`config.mk`:
```
export PLATFORM = sky130hd
export DESIGN_NAME = snake_body_streamer_flat
export DESIGN_NICKNAME = d
export VERILOG_FILES = /design/src/rtl/snake_body_streamer_if.sv /design/src/rtl/snake_body_streamer.sv /design/src/flat_wrapper.sv
export SDC_FILE = /design/constraint.sdc
export NUM_CORES = 2
export LEC_CHECK = 0
export ABC_CLOCK_PERIOD_IN_PS = 5500
export CAP_MARGIN = 5
export CORE_MARGIN = 3
export CORE_UTILIZATION = 43
export CTS_CLUSTER_SIZE = 24
export DETAILED_ROUTE_END_ITERATION = 8
export HOLD_SLACK_MARGIN = 0.08
export PLACE_DENSITY_LB_ADDON = 0.15
export SETUP_SLACK_MARGIN = 0.15
export SLEW_MARGIN = 15
export SYNTH_ARGS = -nofsm -noshare
export SYNTH_HDL_FRONTEND = slang
export SYNTH_SLANG_ARGS = --single-unit
```
`constraint.sdc`:
```
create_clock -name clock_25 -period 5.5 [get_ports clock_25]
set_input_delay 1.375 -clock clock_25 [delete_from_list [all_inputs] [get_ports clock_25]]
set_output_delay 1.375 -clock clock_25 [all_outputs]
set_load 0.02 [all_outputs]
```
`src/rtl/snake_body_streamer_if.sv`:
```
// Serial body interface between the game-logic body store and the renderer.
// It also carries the move request and move status signals. The streamer uses master; the game FSM and renderer use slave.
interface snake_body_streamer_if #(
    parameter int SNAKE_LENGTH_BIT = 7
);
    logic                        move_tick;
    logic                        grow;
    logic [6:0]                  head_x;
    logic [6:0]                  head_y;
    logic [6:0]                  next_head_x;
    logic [6:0]                  next_head_y;
    logic [SNAKE_LENGTH_BIT-1:0] body_count;
    logic [6:0]                  snake_body_x;
    logic [6:0]                  snake_body_y;
    logic [SNAKE_LENGTH_BIT-1:0] snake_length;
    logic                        shift_busy;
    logic                        move_done;
    logic                        self_hit;
    logic                        grow_ignored;

    modport master (
        input  move_tick, grow, head_x, head_y, next_head_x, next_head_y,
        output body_count, snake_body_x, snake_body_y, snake_length,
        output shift_busy, move_done, self_hit, grow_ignored
    );

    modport slave (
        output move_tick, grow, head_x, head_y, next_head_x, next_head_y,
        input  body_count, snake_body_x, snake_body_y, snake_length,
        input  shift_busy, move_done, self_hit, grow_ignored
    );
endinterface

```
`src/rtl/snake_body_streamer.sv`:
```
// Snake body segment store. It shifts and grows the body on each move tick and detects self-collision.
// It streams one segment per clock to the renderer. Option macro BODY_STREAM_ACTIVE_ONLY_EN limits streaming to the live entries.
module snake_body_streamer #(
    parameter int SNAKE_LENGTH_BIT = 7,
    parameter int SNAKE_LENGTH_MAX = 2 ** SNAKE_LENGTH_BIT,
    parameter int INIT_LENGTH      = 3,
    parameter int INIT_X           = 60,
    parameter int INIT_Y           = 40
) (
    input  logic                   clock_25,
    input  logic                   reset,
    snake_body_streamer_if.master  bus
);
    localparam int DEPTH = SNAKE_LENGTH_MAX - 1;
    localparam logic [SNAKE_LENGTH_BIT-1:0] ONE       = SNAKE_LENGTH_BIT'(1);
    localparam logic [SNAKE_LENGTH_BIT-1:0] LEN_LIMIT = SNAKE_LENGTH_BIT'(SNAKE_LENGTH_MAX - 1);

    typedef enum logic [1:0] {STREAM, SHIFT, DONE} state_t;

    state_t                      state;
    logic [6:0]                  body_x [0:DEPTH-1];
    logic [6:0]                  body_y [0:DEPTH-1];
    logic [SNAKE_LENGTH_BIT-1:0] idx;
    logic [6:0]                  head_x_l, head_y_l, next_x_l, next_y_l;
    logic                        grow_req, grow_eff, hit;

    logic [SNAKE_LENGTH_BIT-1:0] body_count, snake_length, stream_next;
    logic [6:0]                  out_x, out_y, shift_x, shift_y;
    logic                        shift_busy, move_done, self_hit, grow_ignored;
    logic                        grow_ok, shift_match;

    assign bus.body_count   = body_count;
    assign bus.snake_body_x = out_x;
    assign bus.snake_body_y = out_y;
    assign bus.snake_length = snake_length;
    assign bus.shift_busy   = shift_busy;
    assign bus.move_done    = move_done;
    assign bus.self_hit     = self_hit;
    assign bus.grow_ignored = grow_ignored;

    assign grow_ok = bus.grow && (snake_length < LEN_LIMIT);

`ifdef BODY_STREAM_ACTIVE_ONLY_EN
    always_comb begin
        stream_next = body_count + ONE;
        if (body_count >= snake_length - ONE) begin
            stream_next = '0;
        end
    end
`else
    localparam logic [SNAKE_LENGTH_BIT-1:0] LAST_IDX = SNAKE_LENGTH_BIT'(SNAKE_LENGTH_MAX - 2);

    always_comb begin
        stream_next = body_count + ONE;
        if (body_count == LAST_IDX) begin
            stream_next = '0;
        end
    end
`endif

    // The value written this step is both the new entry and what goes out on the stream.
    // Non-zero indices read the pre-shift entry idx-1, so the collision check sees every surviving segment.
    always_comb begin
        shift_x = head_x_l;
        shift_y = head_y_l;
        if (idx != '0) begin
            shift_x = body_x[idx - ONE];
            shift_y = body_y[idx - ONE];
        end
        shift_match = (idx != '0) && (shift_x == next_x_l) && (shift_y == next_y_l);
    end

    always_ff @(posedge clock_25 or negedge reset) begin
        if (!reset) begin
            for (int i = 0; i < DEPTH; i++) begin
                body_x[i] <= (i < INIT_LENGTH) ? 7'(INIT_X - 1 - i) : 7'd0;
                body_y[i] <= (i < INIT_LENGTH) ? 7'(INIT_Y) : 7'd0;
            end
            state        <= STREAM;
            idx          <= '0;
            head_x_l     <= '0;
            head_y_l     <= '0;
            next_x_l     <= '0;
            next_y_l     <= '0;
            grow_req     <= 1'b0;
            grow_eff     <= 1'b0;
            hit          <= 1'b0;
            body_count   <= '0;
            out_x        <= 7'(INIT_X - 1);
            out_y        <= 7'(INIT_Y);
            snake_length <= SNAKE_LENGTH_BIT'(INIT_LENGTH);
            shift_busy   <= 1'b0;
            move_done    <= 1'b0;
            self_hit     <= 1'b0;
            grow_ignored <= 1'b0;
        end else begin
            move_done    <= 1'b0;
            self_hit     <= 1'b0;
            grow_ignored <= 1'b0;
            case (state)
                STREAM: begin
                    body_count <= stream_next;
                    out_x      <= body_x[stream_next];
                    out_y      <= body_y[stream_next];
                    if (bus.move_tick) begin
                        head_x_l   <= bus.head_x;
                        head_y_l   <= bus.head_y;
                        next_x_l   <= bus.next_head_x;
                        next_y_l   <= bus.next_head_y;
                        grow_req   <= bus.grow;
                        grow_eff   <= grow_ok;
                        idx        <= grow_ok ? snake_length : snake_length - ONE;
                        hit        <= 1'b0;
                        shift_busy <= 1'b1;
                        state      <= SHIFT;
                    end
                end
                SHIFT: begin
                    body_x[idx] <= shift_x;
                    body_y[idx] <= shift_y;
                    body_count  <= idx;
                    out_x       <= shift_x;
                    out_y       <= shift_y;
                    if (shift_match) begin
                        hit <= 1'b1;
                    end
                    if (idx == '0) begin
                        state <= DONE;
                    end else begin
                        idx <= idx - ONE;
                    end
                end
                DONE: begin
                    move_done    <= 1'b1;
                    self_hit     <= hit;
                    grow_ignored <= grow_req & ~grow_eff;
                    snake_length <= snake_length + SNAKE_LENGTH_BIT'(grow_eff);
                    shift_busy   <= 1'b0;
                    body_count   <= '0;
                    out_x        <= body_x[0];
                    out_y        <= body_y[0];
                    state        <= STREAM;
                end
                default: state <= STREAM;
            endcase
        end
    end
endmodule
```
`src/flat_wrapper.sv`:
```
// flat-port wrapper written by rule: the top's interface ports become plain ports
module snake_body_streamer_flat 
#(
    parameter int SNAKE_LENGTH_BIT = 7,
    parameter int SNAKE_LENGTH_MAX = 2 ** SNAKE_LENGTH_BIT,
    parameter int INIT_LENGTH      = 3,
    parameter int INIT_X           = 60,
    parameter int INIT_Y           = 40
)
  (clock_25, reset, bus_move_tick, bus_grow, bus_head_x, bus_head_y, bus_next_head_x, bus_next_head_y, bus_body_count, bus_snake_body_x, bus_snake_body_y, bus_snake_length, bus_shift_busy, bus_move_done, bus_self_hit, bus_grow_ignored);
  snake_body_streamer_if #(.SNAKE_LENGTH_BIT(SNAKE_LENGTH_BIT)) bus_i ();
  input  logic clock_25;
  input  logic reset;
  input wire logic [$bits(bus_i.move_tick)-1:0] bus_move_tick;
  input wire logic [$bits(bus_i.grow)-1:0] bus_grow;
  input wire logic [$bits(bus_i.head_x)-1:0] bus_head_x;
  input wire logic [$bits(bus_i.head_y)-1:0] bus_head_y;
  input wire logic [$bits(bus_i.next_head_x)-1:0] bus_next_head_x;
  input wire logic [$bits(bus_i.next_head_y)-1:0] bus_next_head_y;
  output wire logic [$bits(bus_i.body_count)-1:0] bus_body_count;
  output wire logic [$bits(bus_i.snake_body_x)-1:0] bus_snake_body_x;
  output wire logic [$bits(bus_i.snake_body_y)-1:0] bus_snake_body_y;
  output wire logic [$bits(bus_i.snake_length)-1:0] bus_snake_length;
  output wire logic [$bits(bus_i.shift_busy)-1:0] bus_shift_busy;
  output wire logic [$bits(bus_i.move_done)-1:0] bus_move_done;
  output wire logic [$bits(bus_i.self_hit)-1:0] bus_self_hit;
  output wire logic [$bits(bus_i.grow_ignored)-1:0] bus_grow_ignored;
  assign bus_i.move_tick = bus_move_tick;
  assign bus_i.grow = bus_grow;
  assign bus_i.head_x = bus_head_x;
  assign bus_i.head_y = bus_head_y;
  assign bus_i.next_head_x = bus_next_head_x;
  assign bus_i.next_head_y = bus_next_head_y;
  assign bus_body_count = bus_i.body_count;
  assign bus_snake_body_x = bus_i.snake_body_x;
  assign bus_snake_body_y = bus_i.snake_body_y;
  assign bus_snake_length = bus_i.snake_length;
  assign bus_shift_busy = bus_i.shift_busy;
  assign bus_move_done = bus_i.move_done;
  assign bus_self_hit = bus_i.self_hit;
  assign bus_grow_ignored = bus_i.grow_ignored;
  snake_body_streamer #(.SNAKE_LENGTH_BIT(SNAKE_LENGTH_BIT), .SNAKE_LENGTH_MAX(SNAKE_LENGTH_MAX), .INIT_LENGTH(INIT_LENGTH), .INIT_X(INIT_X), .INIT_Y(INIT_Y)) u_core (.clock_25(clock_25), .reset(reset), .bus(bus_i));
endmodule
```
==> results by stage <==
Placement:
- The detailed placer's ending HPWL is 292800 um.
- Port buffering added 63 buffers.
- Routability-driven placement finished with a final weighted congestion of 1.041.
- In this run, placement finished with an instance count of about 13000.

Detailed routing:
- The first-pass iteration count of the detailed router is 9.
- The number of vias in the routed layout is 88240.
- The post-detailed-route via-to-cell ratio is 6.549.
- The wire length per cell is 32.95 um.
- For this block, the routed nets add up to approximately 440000 um of wire.
- The number of remaining DRC errors is 0.
- In this run the remaining antenna-violating nets after routing total 0.
- The number of DRC markers in iteration 0 is 11990.

STA:
- The post-layout minimum cycle time is 5.393 ns.
- The share of the clock period used by the worst path after layout is 0.9806.
- The post-route clock skew is 0.1060 ns.
- Setup repair after global routing left no endpoint under its margin.
- The final number of hold-violating endpoints is 0.
- Setup violations remaining at the end of the flow were counted as 0.
- Based on the critical path, the design can be clocked at up to roughly 190 MHz.
- The total negative slack is 0 ns.
- The transition time at the pin with the least slew margin is around 1.3 ns.
- The final max-slew violation count was 0.
- The worst pin sits at a relative slew slack of 0.1302.

Die:
- The number of placement rows is around 180.
- Measured along the x axis, the die boundary spans 486.2 um.
- The core area is 228400 um2.
- The initial utilization of the core area, before any placement, comes to 0.4341.
- The full die area is 236300 um2.
- The number of placed I/O pins is 64.
- Measured along the y axis, the die boundary spans 486.2 um.

Critical path:
- The worst register-to-register path begins at u_core.idx[0]$_DFFE_PN0P_.
- The category of the critical setup timing path is reg2reg.
- Among the stages of the critical path, the cell type that occurs most often is sky130_fd_sc_hd__buf_4.
- At the worst endpoint, the required time is 6.22 ns.
- The type of element capturing the critical path is a flop.
- The critical path goes through inv_2 > ha_4 > buf_12 > and2_1 > buf_4 > nand3_1 > a41oi_1 > nor4_2 > a211oi_2 > a21o_4 > buf_4 > o21ai_0.
- On the worst path, the slowest cell contributes a delay of 0.79 ns.
- STA puts the critical path data arrival time at ~6.1 ns.
- The worst setup path is launched from a flop.
- Measured in cells, the most critical reg-to-reg path has a length of 12.
- The source of the critical timing path is u_core.idx[0]$_DFFE_PN0P_.
- Of all nets on the critical path, the largest fanout is 44.
- The slowest stage cell on the critical path is sky130_fd_sc_hd__and2_1.

Clock tree:
- The number of H-tree levels is 4.
- The clock-pin transition on the worst setup and hold timing paths is 0.06 ns.
- The root buffer selected by CTS is sky130_fd_sc_hd__clkbuf_16.
- TritonCTS built the clock tree.
- Counting along the longest clock path gives a buffer depth of 3.
- The number of setup buffers added after CTS is 0.
- The number of buffers created by CTS is 207.
- The clock net in this run drives a total of 1850 sinks.
- The clock insertion delay at the later pin of the skew report is 0.92 ns.

Logic synthesis:
- The total nets after synthesis is roughly 10000.
- The async set-or-reset flop fraction in the synthesized netlist is 1.000.
- In this run, synthesis produced a sequential element count of 1850.
- In this run, synthesis inferred 0 flip-flops with an integrated enable.
- Summing every instance area after synthesis gives 99130 um2.
- In the synthesized netlist the dominant register cell turns out to be sky130_fd_sc_hd__dfrtp_1.
- Of the synthesized area, sequential elements account for 0.4673.
- The average footprint of a synthesized cell is 9.490 um2.
- The synthesized netlist contains 90 unique library cells.
- Synthesis produced 10450 cells.
- The warning count from the yosys run is 0.

Finish:
- In the final layout, the registers with the most flip-flops are u_core.body_x (889), u_core.body_y (889).
- The top cell types in the final layout, fill and taps aside, are sky130_fd_sc_hd__nand2_1, sky130_fd_sc_hd__dfrtp_1, sky130_fd_sc_hd__o21ai_0, sky130_fd_sc_hd__buf_4, sky130_fd_sc_hd__mux4_2.
- The leading cell type in the layout, fill and taps excluded is sky130_fd_sc_hd__nand2_1.
- The number of fill cells in the layout is 21020.
- The non-filler instance count after layout is between 10000 and 15000.
- The number of nets in the layout is 10310.
- The proportion of layout cells with a drive suffix above 1 is 0.1691.
- From synthesis to final layout, the design area changed by 13.59%.

Global routing:
- After global routing, the most crowded layer is met2.
- The initial antenna violation count is 44.
- Entering global routing, the biggest net connects 126 pins.
- The number of global-route vias before repair was between 80000 and 90000.
- The met1 layer usage reported by global route is 0.4922.
- The global routing met2 resource utilization is 0.5208.
- The aggregate global routing overflow is 0.
- The global-route track usage on met3 is 0.1179.
- For this run, the total global-route usage over all layers was measured as 0.3686.
- The first global-routing pass estimated 631300 um of wire.

Worst hold path:
- The path class of the lowest-slack min-delay path is in2async.

Status:
- The run finished with clean final reports.

Run:
- The tool flagged a number of max-cap violations equal to 0.
## per-stage QoR
stage	instance area, um2	setup slack (ns)	util	hold slack [ns]
detailed placement	105400	0.1285	0.4614	0.4804
CTS	112500	0.3610	0.4925	0.4389
floorplan	99130	0.3071	-	0.4517
global placement	105400	0.05027	0.4613	0.4730
global route	112500	0.1680	0.4928	0.4525
finish	112600	0.1068	0.4931	0.4277
## cells by family after synthesis
group,count (synthesis),synth area share
adder cells (fa/ha/maj),11,0.001388
flip-flops,1850,0.4673
XOR/XNOR,25,0.002360
AO/OA/AOI/OAI,2724,0.1670
multiplexers,1063,0.1633
buffers and inverters,1066,0.04664
AND/OR/NAND/NOR,3707,0.1520
## worst paths after layout
| path | endpoint | slack [ns] |
|---|---|---|
| max | u_core.body_x[264]$_DFFE_PN0P_ | 0.11 |
| min | u_core.body_y[304]$_DFFE_PN0P_ | 0.43 |
| max reg2reg | u_core.body_x[264]$_DFFE_PN0P_ | 0.11 |
| min reg2reg | u_core.body_x[871]$_DFFE_PN1P_ | 0.49 |
| max in group asynchronous | u_core.body_y[355]$_DFFE_PN0P_ | 3.58 |
| min in group clock_25 | u_core.body_x[871]$_DFFE_PN1P_ | 0.49 |
## layout make-up
type                            count  area [um2]  share of cell area
Inverter                           29       113.9            0.001011
Tap cell                         3009        3765             0.03343
Clock inverter                     68       957.2            0.008500
Antenna cell                       30       75.07           0.0006667
Timing Repair Buffer              646        6521             0.05791
Sequential cell                  1850       46340              0.4115
Clock buffer                      313        6151             0.05462
Multi-Input combinational cell   7530       48690              0.4324
## synth_stat cells, types with 31 or more instances
| cell type | count | share of area |
|---|---|---|
| sky130_fd_sc_hd__buf_4 | 37 | 0.0028 |
| sky130_fd_sc_hd__a211oi_1 | 55 | 0.0042 |
| sky130_fd_sc_hd__nand2_1 | 2946 | 0.11 |
| sky130_fd_sc_hd__mux4_2 | 408 | 0.093 |
| sky130_fd_sc_hd__o221ai_1 | 95 | 0.0084 |
| sky130_fd_sc_hd__a221o_1 | 33 | 0.0033 |
| sky130_fd_sc_hd__a32oi_1 | 40 | 0.0035 |
| sky130_fd_sc_hd__dfrtp_1 | 1822 | 0.46 |
| sky130_fd_sc_hd__mux2i_1 | 326 | 0.033 |
| sky130_fd_sc_hd__mux2_2 | 327 | 0.037 |
| sky130_fd_sc_hd__nor2_1 | 111 | 0.0042 |
| sky130_fd_sc_hd__o211ai_1 | 55 | 0.0042 |
| sky130_fd_sc_hd__a221oi_1 | 59 | 0.0052 |
| sky130_fd_sc_hd__nand3_1 | 385 | 0.019 |
| sky130_fd_sc_hd__o21ai_0 | 1542 | 0.078 |
| sky130_fd_sc_hd__a31oi_1 | 127 | 0.0080 |
| sky130_fd_sc_hd__and3_1 | 85 | 0.0054 |
| sky130_fd_sc_hd__a21oi_1 | 208 | 0.011 |
| sky130_fd_sc_hd__o31ai_1 | 136 | 0.010 |
| sky130_fd_sc_hd__nor3_1 | 65 | 0.0033 |
| sky130_fd_sc_hd__buf_1 | 107 | 0.0041 |
| sky130_fd_sc_hd__buf_2 | 112 | 0.0057 |
| sky130_fd_sc_hd__buf_6 | 31 | 0.0035 |
| sky130_fd_sc_hd__o22ai_1 | 79 | 0.0050 |
| sky130_fd_sc_hd__clkbuf_1 | 742 | 0.028 |
| sky130_fd_sc_hd__a311oi_1 | 113 | 0.010 |
## critical path, delay by kind of cell, from the launching register on
| kind | cells | cell delay, ns |
|---|---|---|
| buffers and inverters | 4 | 1.09 |
| adders and majority gates | 1 | 0.68 |
| AOI/OAI and AO/OA | 4 | 1.78 |
| DFF | 1 | 0.51 |
| and+or+nand+nor | 3 | 1.06 |
## per-layer routing
metal	routed length (um)	vias up
met3	52020	1239
met2	184800	5596
li1	-	37120
met1	174800	44270
met5	83	-
met4	32250	12
## what timing repair did
item                                    in CTS  in global routing
resized for setup                            1                  1
pin swaps                                    0                  0
hold buffers                                 0                  0
endpoints found under the setup margin       1                 48
Power is not shown: default switching activity piles up to over one toggle a cycle in this logic, so the estimate is an artifact.
